$ cat src/rtl/stage4_wb_ctrl.sv
// stage4_wb_ctrl -- stage-4 register-file writeback controller.
//
// Takes the stage-4 control word and chooses the write address and data.
// Link writes go to r31 with pc4_i. The other sources are the lo half of a
// pair write, memory data and the ALU result. The result is registered onto
// a single register-file write port.
//
// A pair write (pair_write=1, link=0) takes two cycles. The lo half is
// written on the accepting edge. The hi half is latched at that edge and
// written to (dest+1) mod 32 on the next edge, in state WB_HI. During the
// WB_HI cycle stall_o holds the upstream stage-4 register, and ctrl_i and
// flush_i are ignored.
//
// A write whose final address is 0 is suppressed. It still advances state
// and still retires.
//
// Optional feature: define STAGE4_RETIRE_CNT_EN to build a 16-bit
// saturating retired-instruction counter on retired_o. When the macro is
// not defined, retired_o is tied to 0.

module stage4_wb_ctrl #(
  parameter int DW = 32,
  parameter int CW = 18   // only 18 is supported
) (
  input  logic          clk,
  input  logic          rst,
  input  logic [CW-1:0] ctrl_i,
  input  logic          flush_i,
  input  logic [DW-1:0] alu_i,
  input  logic [DW-1:0] mem_i,
  input  logic [DW-1:0] lo_i,
  input  logic [DW-1:0] hi_i,
  input  logic [DW-1:0] pc4_i,
  output logic          rf_we_o,
  output logic [4:0]    rf_waddr_o,
  output logic [DW-1:0] rf_wdata_o,
  output logic          stall_o,
  output logic [15:0]   retired_o
);

  typedef enum logic {
    IDLE  = 1'b0,
    WB_HI = 1'b1
  } state_t;

  state_t        state;
  logic [DW-1:0] hi_q;       // latched high half of a pair write
  logic [4:0]    hi_addr_q;  // (dest+1) mod 32, latched with hi_q

  // Control word fields
  logic [4:0] dest;
  logic       reg_write;
  logic       mem_to_reg;
  logic       pair_write;
  logic       link;
  logic       valid;

  assign dest       = ctrl_i[11:7];
  assign reg_write  = ctrl_i[6];
  assign mem_to_reg = ctrl_i[5];
  assign pair_write = ctrl_i[4];
  assign link       = ctrl_i[3];
  assign valid      = ctrl_i[0];

  // The opcode and reserved fields play no part in writeback control.
  logic unused_fields;
  assign unused_fields = ^{ctrl_i[17:12], ctrl_i[2:1]};

  logic       accept;      // IDLE takes a real write this cycle
  logic       start_pair;  // accepted write is the first half of a pair
  logic [4:0] dest_inc;    // 5-bit add, so dest=31 wraps to 0

  assign accept     = (state == IDLE) && valid && !flush_i && reg_write;
  assign start_pair = pair_write && !link;
  assign dest_inc   = dest + 5'd1;

  // Priority select of the write address and data: link, then pair lo,
  // then memory, then ALU.
  logic [4:0]    sel_addr;
  logic [DW-1:0] sel_data;

  always_comb begin
    // NOTE: give every output a default at the top of the block, so that
    // no path through it leaves a value unassigned and infers a latch.
    sel_addr = dest;
    sel_data = alu_i;
    if (link) begin
      sel_addr = 5'd31;
      sel_data = pc4_i;
    end else if (pair_write) begin
      sel_data = lo_i;
    end else if (mem_to_reg) begin
      sel_data = mem_i;
    end
  end

  // Writeback FSM. Every output is registered. Address and data are zeroed
  // whenever the write enable is low.
  always_ff @(posedge clk or posedge rst) begin
    if (rst) begin
      state      <= IDLE;
      rf_we_o    <= 1'b0;
      rf_waddr_o <= '0;
      rf_wdata_o <= '0;
      stall_o    <= 1'b0;
      hi_q       <= '0;
      hi_addr_q  <= '0;
    end else begin
      // NOTE: sequential state uses non-blocking assignments. Every flop
      // then samples the values from before the edge, whatever order these
      // statements are written in.
      case (state)
        IDLE: begin
          if (accept) begin
            rf_we_o    <= (sel_addr != 5'd0);
            rf_waddr_o <= (sel_addr != 5'd0) ? sel_addr : 5'd0;
            rf_wdata_o <= (sel_addr != 5'd0) ? sel_data : '0;
            if (start_pair) begin
              hi_q      <= hi_i;
              hi_addr_q <= dest_inc;
              stall_o   <= 1'b1;
              state     <= WB_HI;
            end else begin
              stall_o   <= 1'b0;
            end
          end else begin
            rf_we_o    <= 1'b0;
            rf_waddr_o <= '0;
            rf_wdata_o <= '0;
            stall_o    <= 1'b0;
          end
        end
        WB_HI: begin
          // The pair has already committed, so the ctrl_i and flush_i
          // values presented this cycle are ignored.
          rf_we_o    <= (hi_addr_q != 5'd0);
          rf_waddr_o <= (hi_addr_q != 5'd0) ? hi_addr_q : 5'd0;
          rf_wdata_o <= (hi_addr_q != 5'd0) ? hi_q : '0;
          stall_o    <= 1'b0;
          state      <= IDLE;
        end
        default: begin
          rf_we_o    <= 1'b0;
          rf_waddr_o <= '0;
          rf_wdata_o <= '0;
          stall_o    <= 1'b0;
          state      <= IDLE;
        end
      endcase
    end
  end

`ifdef STAGE4_RETIRE_CNT_EN
  // An instruction completes either on a single-write accept or on the
  // WB_HI edge of a pair. Suppressed writes to r0 still count.
  logic        retire;
  logic [15:0] retired_q;

  assign retire = (accept && !start_pair) || (state == WB_HI);

  // Saturating retirement counter
  always_ff @(posedge clk or posedge rst) begin
    if (rst) begin
      retired_q <= '0;
    end else if (retire && (retired_q != 16'hFFFF)) begin
      retired_q <= retired_q + 16'd1;
    end
  end

  assign retired_o = retired_q;
`else
  assign retired_o = '0;
`endif

endmodule

$ cat config.mk
export PLATFORM = sky130hd
export DESIGN_NAME = stage4_wb_ctrl
export DESIGN_NICKNAME = d
export VERILOG_FILES = /design/src/rtl/stage4_wb_ctrl.sv
export SDC_FILE = /design/constraint.sdc
export NUM_CORES = 1
export LEC_CHECK = 0
export CELL_PAD_IN_SITES_DETAIL_PLACEMENT = 0
export CELL_PAD_IN_SITES_GLOBAL_PLACEMENT = 2
export CORE_ASPECT_RATIO = 0.5
export CORE_MARGIN = 2
export CORE_UTILIZATION = 19
export CTS_CLUSTER_SIZE = 40
export DETAILED_ROUTE_END_ITERATION = 8
export PLACE_DENSITY = 0.81
export SYNTH_ARGS = -nofsm -noshare
export SYNTH_HDL_FRONTEND = slang
export SYNTH_SLANG_ARGS = --single-unit
$ cat constraint.sdc
create_clock -name clk -period 2.45 [get_ports clk]
set_input_delay 0.49 -clock clk [delete_from_list [all_inputs] [get_ports clk]]
set_output_delay 0.49 -clock clk [all_outputs]
set_load 0.05 [all_outputs]
==> flow_metrics.py, run 1 <==
metrics = {
    "power": {
        "pwr-share-seq_pct": 38.6,
        "p_sw_share_pct": 25.9,
        "power_frac_comb_pct": 22.6,
        "internal_power_uw": 2890,
        "power_uw": 3900,
        "cellPowerDensity_nw_per_um2": 592,
        "power.net_switching_uw": 1010,
        "peakVddDrop_v": 0.000341,
        "p_clk_share_pct": 38.8,
        "leakage_uw": 0.00267,
    },
    "clock_tree": {
        "cts_buffer_depth": 2,
        "cts.clk_slew.worst_paths_ns": 0.06,
        "cts_setup_buffers": 0,
        "cts_buffers": 9,
        "clk_latency_ns": 0.33,
        "clock-sinks": 76,
        "cts-root-buf": "clkbuf_16",
        "ctsResizeCount": 0,
        "cts_max_level": 3,
        "cts_tree": "done",
        "cts_hold_buf": 0,
    },
    "hold_path": {
        "hold_end": "hi_q[29]$_DFFE_PP0P_",
        "min_path_type": "flip-flop to flip-flop",
        "holdPathStages": 1,
        "hold_start": "hi_q[29]$_DFFE_PP0P_",
    },
    "setup_path": {
        "arrival_ns": 1.70,
        "timing.rr.end": "hi_q[17]$_DFFE_PP0P_",
        "ff2ff_path_depth": 5,
        "crit_path_cell_trace": "clkdlybuf4s50_1",
        "r2r_slack_ns": 0.50,
        "crit_fanout": 8,
        "crit_path_start_kind": "flip-flop",
        "r2r-start": "state$_DFF_PP0_",
        "cp-end-kind": "output pin",
        "cpLargestDelayFamily": "buffers and inverters",
        "slowest_delay_ns": 0.86,
        "critPathBufInv": 1,
        "criticalPathCategory": "flip-flop to output pin",
        "cp_slowest_cell": "clkdlybuf4s50_1",
        "crit_required_ns": 1.96,
    },
    "logic_synthesis": {
        "synth_top_area_share_pct": 49.7,
        "synthArstFlopShare_pct": 100,
        "syn_inst": 354,
        "yosysSeqAreaShare_pct": 49.7,
        "syn_avg_cell_area_um2": 10.8,
        "ys_top_cells_by_area": "dfrtp_1 (50%), mux2_1 (8.5%), o32ai_1 (7.1%)",
        "synth_edf_count": 0,
        "ys_ff_latch": 76,
        "synth_area_um2": 3830,
        "ys_types": 31,
        "yosysWarningCount": 0,
        "ys.flop_type": "dfrtp_1",
        "yosys.area.top_type": "dfrtp_1",
    },
    "timing": {
        "period_share_pct": 89.3,
        "whs_ns": 0.485,
        "slew_violations": 0,
        "min_period_ns": 2.19,
        "fmax_mhz": 457,
        "hold_violations": 0,
        "fin_tns_setup_ns": 0,
        "setup_viol": 0,
        "slew_headroom_pct": 61.0,
        "rsz0062_at_grt": "no",
        "tightest_slew_ns": 0.583,
        "clock_skew_ns": 0.00731,
    },
    "route": {
        "drt-initial-drc-count": 161,
        "ant_nets": 0,
        "drc": 0,
        "drt-wirelength-per-cell_um": 17.0,
        "drt_first_pass_iters": 4,
        "avgViaCountPerCell": 4.14,
        "vias": 3445,
        "drt-total-wl_mm": 14.1,
    },
    "finish": {
        "final_util_pct": 33.6,
        "mostFrequentLayoutCell": "clkdlybuf4s50_1",
        "layout-drive-gt1-share_pct": 7.60,
        "nFillCells": 2016,
        "final_cell_mix": "clkdlybuf4s50_1 (210), dfrtp_1 (76), inv_1 (33), o22ai_1 (32)",
        "syn_to_final_growth_pct": 72.2,
        "nNetsFinal": 743,
        "n_antenna_cell": 0,
    },
    "global_routing": {
        "use_met1_pct": 15.1,
        "track_usage_pct": 13.4,
        "grt_pass1_vias": 3661,
        "grt_max_degree": 77,
        "busiest_layer": "met2",
        "grt_util_met2_pct": 25.3,
        "grt_first_pass_wirelength_mm": 21.5,
        "grt_use_met3_pct": 2.32,
        "overflow": 0,
        "antenna_found_initial": 0,
    },
    "place": {
        "numPortBuffers": 211,
        "dp_hpwl_mm": 10.9,
        "place_congestion": 0.792,
    },
    "floorplanning": {
        "row_count": 36,
        "dieArea_um2": 21400,
        "core_um2": 19600,
        "num_io_pins": 236,
        "die_x_um": 205,
        "die_h_um": 104,
        "start_util_pct": 19.5,
    },
    "run_status": {
        "status": "completed",
    },
    "flow_run": {
        "drv_cap": 0,
    },
}
-- metrics by stage --
step | cells | area [µm²] | setup WS [ns]
final | 832 | 6590 | 0.262
after global placement | 816 | 6260 | 0.119
after global routing | 832 | 6590 | 0.164
after detailed placement | 816 | 6260 | 0.0816
after floorplan | 369 | 3880 | 0.0217
after CTS | 832 | 6590 | 0.240
-- cell type report --
cell class	instances	area, µm²	area share [%]
Timing Repair Buffer	226	2310	35.0
Sequential cell	76	1900	28.9
Multi-Input combinational cell	213	1580	24.0
Tap cell	266	333	5.05
Clock buffer	11	233	3.53
Inverter	35	138	2.09
Clock inverter	5	100	1.52
-- sequential cells by signal, summed over array words and instances (netlist names) --
signal,cells
rf_we_o,1
hi_q,32
state,1
rf_waddr_o,5
hi_addr_q,5
rf_wdata_o,32
-- cell families after synthesis --
family | Yosys count | synth area share, %
AOI/OAI and AO/OA | 106 | 20.2
xor gates and xnor gates | 3 | 0.687
adders and majority gates | 1 | 0.327
buffers and inverters | 80 | 10.5
DFF | 76 | 49.7
muxes | 36 | 10.6
other | 1 | 0.0980
and+or+nand+nor | 51 | 7.85
-- worst reg2reg max path: cells and delay by family (launching register included) --
| family | cells | cell delay, ns |
|---|---|---|
| buf+inv | 2 | 0.27 |
| simple gates | 2 | 0.75 |
| mux | 1 | 0.34 |
| flops | 1 | 0.48 |
-- power groups by stage --
stage / clock (µW) / combinational [µW] / sequential [µW]
6_report: 1510 / 883 / 1500
5_1_grt: 1600 / 957 / 1530
4_1_cts: 1550 / 895 / 1510
3_5_place_dp: 0 / 893 / 1530
3_3_place_gp: 0 / 881 / 1520
2_1_floorplan: 0 / 390 / 1590
-- how the worst max path moves through the flow --
stage | slack (ns) | end | depth (start not counted) | from
after CTS | 0.24 | stall_o | 1 | state$_DFF_PP0_
after global placement | 0.12 | hi_q[17]$_DFFE_PP0P_ | 6 | flush_i
after floorplan | 0.02 | hi_addr_q[0]$_DFFE_PP0P_ | 1 | rst
after detailed placement | 0.08 | hi_q[12]$_DFFE_PP0P_ | 6 | flush_i
after global routing | 0.16 | stall_o | 1 | state$_DFF_PP0_
final | 0.26 | stall_o | 1 | state$_DFF_PP0_
-- cells in the mapped netlist (all sizes together), types with 2 or more instances --
cell	instances
nor2	5
or2	2
o32ai	31
dfrtp	76
nor2b	31
xnor2	3
nand2	6
nand3	2
clkbuf	13
o22ai	32
buf	32
a211oi	31
inv	35
o21ai	10
mux2	36
-- layer usage --
layer / share of wire [%] / wire length (µm) / vias to the layer above
met1: 40 / 5620 / 1696
met2: 56 / 7880 / 57
met4: 1.7 / 238 / 0
li1: - / - / 1675
met5: 0 / 0 / -
met3: 2.6 / 371 / 17
Power figures use the tool's default switching activity.
==> run 2, diff against run 1 <==
--- a/config.mk
+++ b/config.mk
@@ -12,6 +12,7 @@
 export CORE_UTILIZATION = 19
 export CTS_CLUSTER_SIZE = 40
 export DETAILED_ROUTE_END_ITERATION = 8
+export HOLD_SLACK_MARGIN = 0.05
 export PLACE_DENSITY = 0.81
 export SYNTH_ARGS = -nofsm -noshare
 export SYNTH_HDL_FRONTEND = slang
==> results of run 2 <==
Final layout, timing and power as in run 1 (identical DEF).
==> RTL change 1: new RTL, flow settings as in run 2 <==
Set the parameter `DW` to 64 (it was 32).
--- a/src/rtl/stage4_wb_ctrl.sv
+++ b/src/rtl/stage4_wb_ctrl.sv
@@ -19,7 +19,7 @@
 // not defined, retired_o is tied to 0.
 
 module stage4_wb_ctrl #(
-  parameter int DW = 32,
+  parameter int DW = 64,
   parameter int CW = 18   // only 18 is supported
 ) (
   input  logic          clk,
Ports: changed (6 resized); port bits go from 236 to 428. No check against the original RTL was run, so the function may have changed too.
==> RTL change 1 against run 2 <==
  * Maximum frequency fell by 1.4%
  * Worst hold slack got worse by 43 ps
  * Clock skew rose by 4.5 ps
  * Synthesized area rose by 92%
  * Utilization fell by 0.44 points
  * Power rose by 80%
  * Wire length rose by 130%
  * Worst setup slack got worse by 31 ps
  * Count of clock-buffer cells in the layout rose by 9
  * Cell count rose by 88%
  * Design area rose by 90%
  * First-iteration DRC count rose by 150%
  * Sequential cell count rose by 64
  * Critical endpoint is now rf_wdata_o[16]
==> RTL change 1: results (changes against run 2) <==
| Metric | Value |
|---|---|
| Sequential area share after synthesis | 47.6% (-2.1 points) |
| H-Tree Depth | 4 (+1) |
| Post_cts resized | 0 (unchanged) |
| P_int | 5.01 mW (+73%) |
| Skew-Pair Late Insertion Delay | 440 ps (+110 ps) |
| VDD IR max | 429 µV (+26%) |
| Final GP Congestion | 0.956 (+21%) |
| First-pass GRT wire length | 46100 µm (+110%) |
| Antenna violations before repair | 3 (+3) |
| CP Max Fanout | 1 (-7) |
| DR vias | 6679 (+94%) |
| Least-Margin Pin Slew | 660 ps (+77.2 ps) |
| Netlist cell types | 34 (+9.7%) |
| Clock transition at path regs | 60 ps (about the same) |
| Slowest cell on crit path | clkdlybuf4s50_1 |
| Synth top cells by count | 140 x dfrtp_1, 65 x inv_1, 64 x o22ai_1, 63 x a211oi_1, 63 x nor2b_1 |
| Final nets | 1375 (+85%) |
| Worst min path class | in -> async |
| Layout fillers | 3824 (+90%) |
| CP arrival | 1730 ps (+30 ps) |
| Vias in the first global route | 7105 (+94%) |
| Post-Place Cells | 1534 (+88%) |
| Number of routed nets with antenna violations | 0 (unchanged) |
| Syn avg cell area | 11.5 µm² (+6.3%) |
| GRT Util Overall | 15.9% (+2.5 points) |
| Drt pass-1 iters | 5 (+1) |
| Synth Area in XOR/XNOR | 0.357% (-0.33 points) |
| Drt via density | 4.26 (+2.9%) |
| Compound-Gate Fraction of Synth Area | 24.8% (+4.6 points) |
| WP buf/inv | 1 (unchanged) |
| Leakage | 4.98 nW (+87%) |
| DPL Wire Length | 26100 µm (+140%) |
| IO buf count | 403 (+91%) |
| Status | completed |
| CTS Buf Count | 17 (+8) |
| Initial DRC count | 402 (+150%) |
| Multiplexer area fraction after synthesis | 10.1% (-0.50 points) |
| Synth Area in Adders | 0.170% (-0.16 points) |
| Drt wl/cell | 20.9 µm (+23%) |
| Largest net degree at the start of global routing | 58 (-25%) |
| Synth warnings | 0 (unchanged) |
| Layout Skew | 11.8 ps (+4.46 ps) |
| Main area contributors after synthesis | dfrtp_1 48%, o32ai_2 9.3%, a211oi_1 6.4%, mux2_1 6.0%, o22ai_1 5.4% |
| Share of cells above drive strength 1 | 13.3% (+5.7 points) |
| Biggest regs | hi_q (64), rf_wdata_o (64) |
==> RTL change 1: cell types whose count changed in the layout (fill, tap and decap cells not counted), sizes merged, moves of 3 or more <==
cell	change
o22ai	+32
clkbuf	+9
clkdlybuf4s50	+191
buf	+15
dfrtp	+64
o32ai	+32
a211oi	+32
nor2b	+32
clkinvlp	+4
clkinv	+3
mux2	+30
o21ai	+4
inv	+33
==> RTL change 1: through the flow <==
stage / setup WS [ps] / setup TNS [ps] / cell area (µm²) / utilization (%)
after detailed placement: -10.6 / -16.8 / 12000 / 31.7
after global routing: 194 / 0 / 12500 / 33.2
final: 231 / 0 / 12500 / 33.2
after global placement: 18.6 / 0 / 12000 / 31.7
after floorplan: 211 / 0 / 7430 / -
after CTS: 212 / 0 / 12500 / 33.2
==> RTL change 1: area by class of cell <==
class	instances	share of cell area, %
timing repair buffer	432	34.9
sequential	140	27.9
multi-input combinational	375	25.5
tap	520	5.19
clock buffer	20	3.64
inverter	67	2.03
clock inverter	11	0.758
antenna	2	0.0399
==> RTL change 1: power groups by stage <==
stage          registers, mW  clock network, mW  logic [mW]
2_1_floorplan           2.93                  0       0.776
3_3_place_gp            2.81                  0        1.76
3_5_place_dp            2.82                  0        1.78
4_1_cts                 2.78               2.56        1.79
5_1_grt                 2.82               2.67        1.89
6_report                2.78               2.49        1.77
==> RTL change 1: kinds of logic after synthesis <==
kind of cell,count (synthesis)
AO/OA/AOI/OAI,206
buffers and inverters,141
flip-flops,140
AND/OR/NAND/NOR,83
multiplexers,66
XOR/XNOR,3
adder cells (fa/ha/maj),1
other,1
==> RTL change 1: worst paths after layout <==
kind                                      from              to  slack [ps]  cells past startpoint
max in group asynchronous                  rst        hi_q[48]        1340                      3
worst min register to register         hi_q[3]         hi_q[3]         480                      1
worst max-delay path            rf_wdata_o[16]  rf_wdata_o[16]         230                      1
worst max register to register    hi_addr_q[1]  rf_wdata_o[63]         430                      4
worst min-delay path                       rst  rf_wdata_o[56]         440                      2
min in group clk                       hi_q[3]         hi_q[3]         480                      1
==> RTL change 1: routing by layer <==
metal	vias up	global-route usage, %	wire length (µm)
met5	-	0	12
li1	3136	-	-
met1	3385	18.6	12900
met4	2	4.46	500
met3	33	3.94	1360
met2	123	28.7	18000
==> RTL change 2: new RTL, flow settings as in run 2 <==
Without the edit above. Add a define of `STAGE4_RETIRE_CNT_EN`.
--- a/src/rtl/stage4_wb_ctrl.sv
+++ b/src/rtl/stage4_wb_ctrl.sv
@@ -17,6 +17,8 @@
 // Optional feature: define STAGE4_RETIRE_CNT_EN to build a 16-bit
 // saturating retired-instruction counter on retired_o. When the macro is
 // not defined, retired_o is tied to 0.
+
+`define STAGE4_RETIRE_CNT_EN
 
 module stage4_wb_ctrl #(
   parameter int DW = 32,
Function: changed (Yosys sat finds a counterexample within 4 cycles, from zero or initial values and one cycle with rst high).
==> RTL change 2 against run 2 <==
  * Synthesized area increased by 30%
  * Design area rose by 20%
  * Sequential cell count increased by 16
  * Power up 16%
  * Critical path depth is the same
  * Register-to-register slack improved by 40 ps
  * Wire length up 11%
  * Worst setup slack gained 21 ps
  * Clock power down 7%
  * Synthesized cell count up 16%
  * Critical path type unchanged
==> RTL change 2: results (changes against run 2) <==
| Metric | Value |
|---|---|
| Main area contributors after synthesis | dfrtp_1 46%, mux2_4 9.7%, mux2i_1 6.4%, a22o_1 5.6%, mux2_2 5.4% |
| CP Max Fanout | 6 (-2) |
| Placed cell area | 0.00759 mm² (+21%) |
| Setup Fix Bufs, Post-CTS | 0 (unchanged) |
| Netlist cell types | 41 (+32%) |
| Syn_nets | 595 |
| Buffer depth of the longest clock path | 2 (unchanged) |
| Reg2reg end | rf_we_o |
| Cell Pwr Density | 573 mW/mm² (-3.1%) |
| Share of cells above drive strength 1 | 16.1% (+8.5 points) |
| Synth top cells by count | 92 x dfrtp_1, 47 x nand2_1, 41 x o21ai_0 |
| Largest net degree at the start of global routing | 77 (unchanged) |
| Final nets | 814 (+9.6%) |
| Critical R2R Launch | hi_addr_q[1] |
| Initial DRC count | 111 (-31%) |
| R2R setup slack | 540 ps (+40 ps) |
| Slowest cell on crit path | clkdlybuf4s50_1 |
| IO buf count | 227 (+7.6%) |
| Post_cts resized | 0 (unchanged) |
| Vias in the first global route | 4049 (+11%) |
| Delay-heaviest family, CP | buffers and inverters |
| Least-Margin Pin Slew | 815 ps (+232 ps) |
| Crit-path max cell delay | 890 ps (+30 ps) |
| First-pass GRT wire length | 23900 µm (+11%) |
| Final wirelength | 15700 µm (+11%) |
| Status | completed |
| Layout Skew | 3.81 ps (-3.50 ps) |
| Final GP Congestion | 0.780 (-1.4%) |
| Drt via density | 4.00 (-3.4%) |
| Post-Place Worst Slack | 92.1 ps (+10.5 ps) |
| GRT Util Overall | 11.4% (-2.0 points) |
| CTS Buf Count | 9 (unchanged) |
| Leakage | 3.42 nW (+28%) |
| Drt pass-1 iters | 5 (+1) |
| R2R cell count | 3 (-2) |
| Layout fillers | 2637 (+31%) |
| End of the critical path | retired_o[6] |
| CP arrival | 1680 ps (-20 ps) |
| DPL Wire Length | 12000 µm (+9.7%) |
| Crit. Startpoint | retired_o[6] |
| VDD IR max | 306 µV (-10%) |
| Sequential area share after synthesis | 46.3% (-3.4 points) |
| Achievable Freq | 462 MHz (+0.98%) |
-- RTL change 2: cell types whose count changed after synthesis, moves of 25 or more --
cell	change
nand2_1	+41
mux2i_1	+32
inv_1	-29
o22ai_1	-32
o21ai_0	+32
mux2_4	+32
nor2b_1	-31
a22o_1	+32
o32ai_1	-31
a211oi_1	-25
-- RTL change 2: cell families (layout without fill, tap and decap cells) --
group,Yosys count,after routing,synth area share (%)
compound gates,85,85,12.3
buf+inv,35,258,4.98
fa+ha+maj,2,2,0.503
mux,98,98,23.8
xor+xnor,18,18,3.17
flops,92,92,46.3
simple gates,82,82,9.00
-- RTL change 2: how the worst min path moves through the flow --
stage,start,depth (start not counted),to
floorplan,hi_addr_q[4],2,hi_addr_q[4]
global placement,hi_q[30],1,rf_wdata_o[30]
detailed placement,hi_q[9],1,rf_wdata_o[9]
CTS,hi_q[9],1,rf_wdata_o[9]
global route,hi_q[13],1,rf_wdata_o[13]
finish,hi_q[9],1,rf_wdata_o[9]
-- RTL change 2: per-layer routing --
layer	track usage [%]	up-vias	part of all wire, %
li1	-	1920	-
met1	13.1	1940	41
met2	21.9	47	56
met3	1.95	10	2.3
met4	2.23	0	0.82
met5	0	-	0
-- RTL change 2: stage by stage --
| step | cells | hold slack [ps] | util (%) | power, mW |
|---|---|---|---|---|
| 2_1_floorplan | 412 | 461 | - | 2.59 |
| 3_3_place_gp | 964 | 482 | 29.8 | 3.13 |
| 3_5_place_dp | 964 | 486 | 29.8 | 3.15 |
| 4_1_cts | 979 | 503 | 31.0 | 4.61 |
| 5_1_grt | 979 | 512 | 31.0 | 4.75 |
| 6_report | 979 | 495 | 31.0 | 4.52 |
-- RTL change 2: layout make-up --
| type | instances | area share [%] |
|---|---|---|
| clock inverters | 4 | 0.635 |
| multi-input cells | 285 | 30.9 |
| inverters | 5 | 0.286 |
| repair buffers | 238 | 30.5 |
| clock buffers | 11 | 3.08 |
| well taps | 344 | 5.46 |
| flip-flops and latches | 92 | 29.2 |
-- RTL change 2: where the power goes --
part | internal, mW | switching, mW
logic | 0.678 | 0.558
registers | 1.73 | 0.149
clock network | 0.812 | 0.597
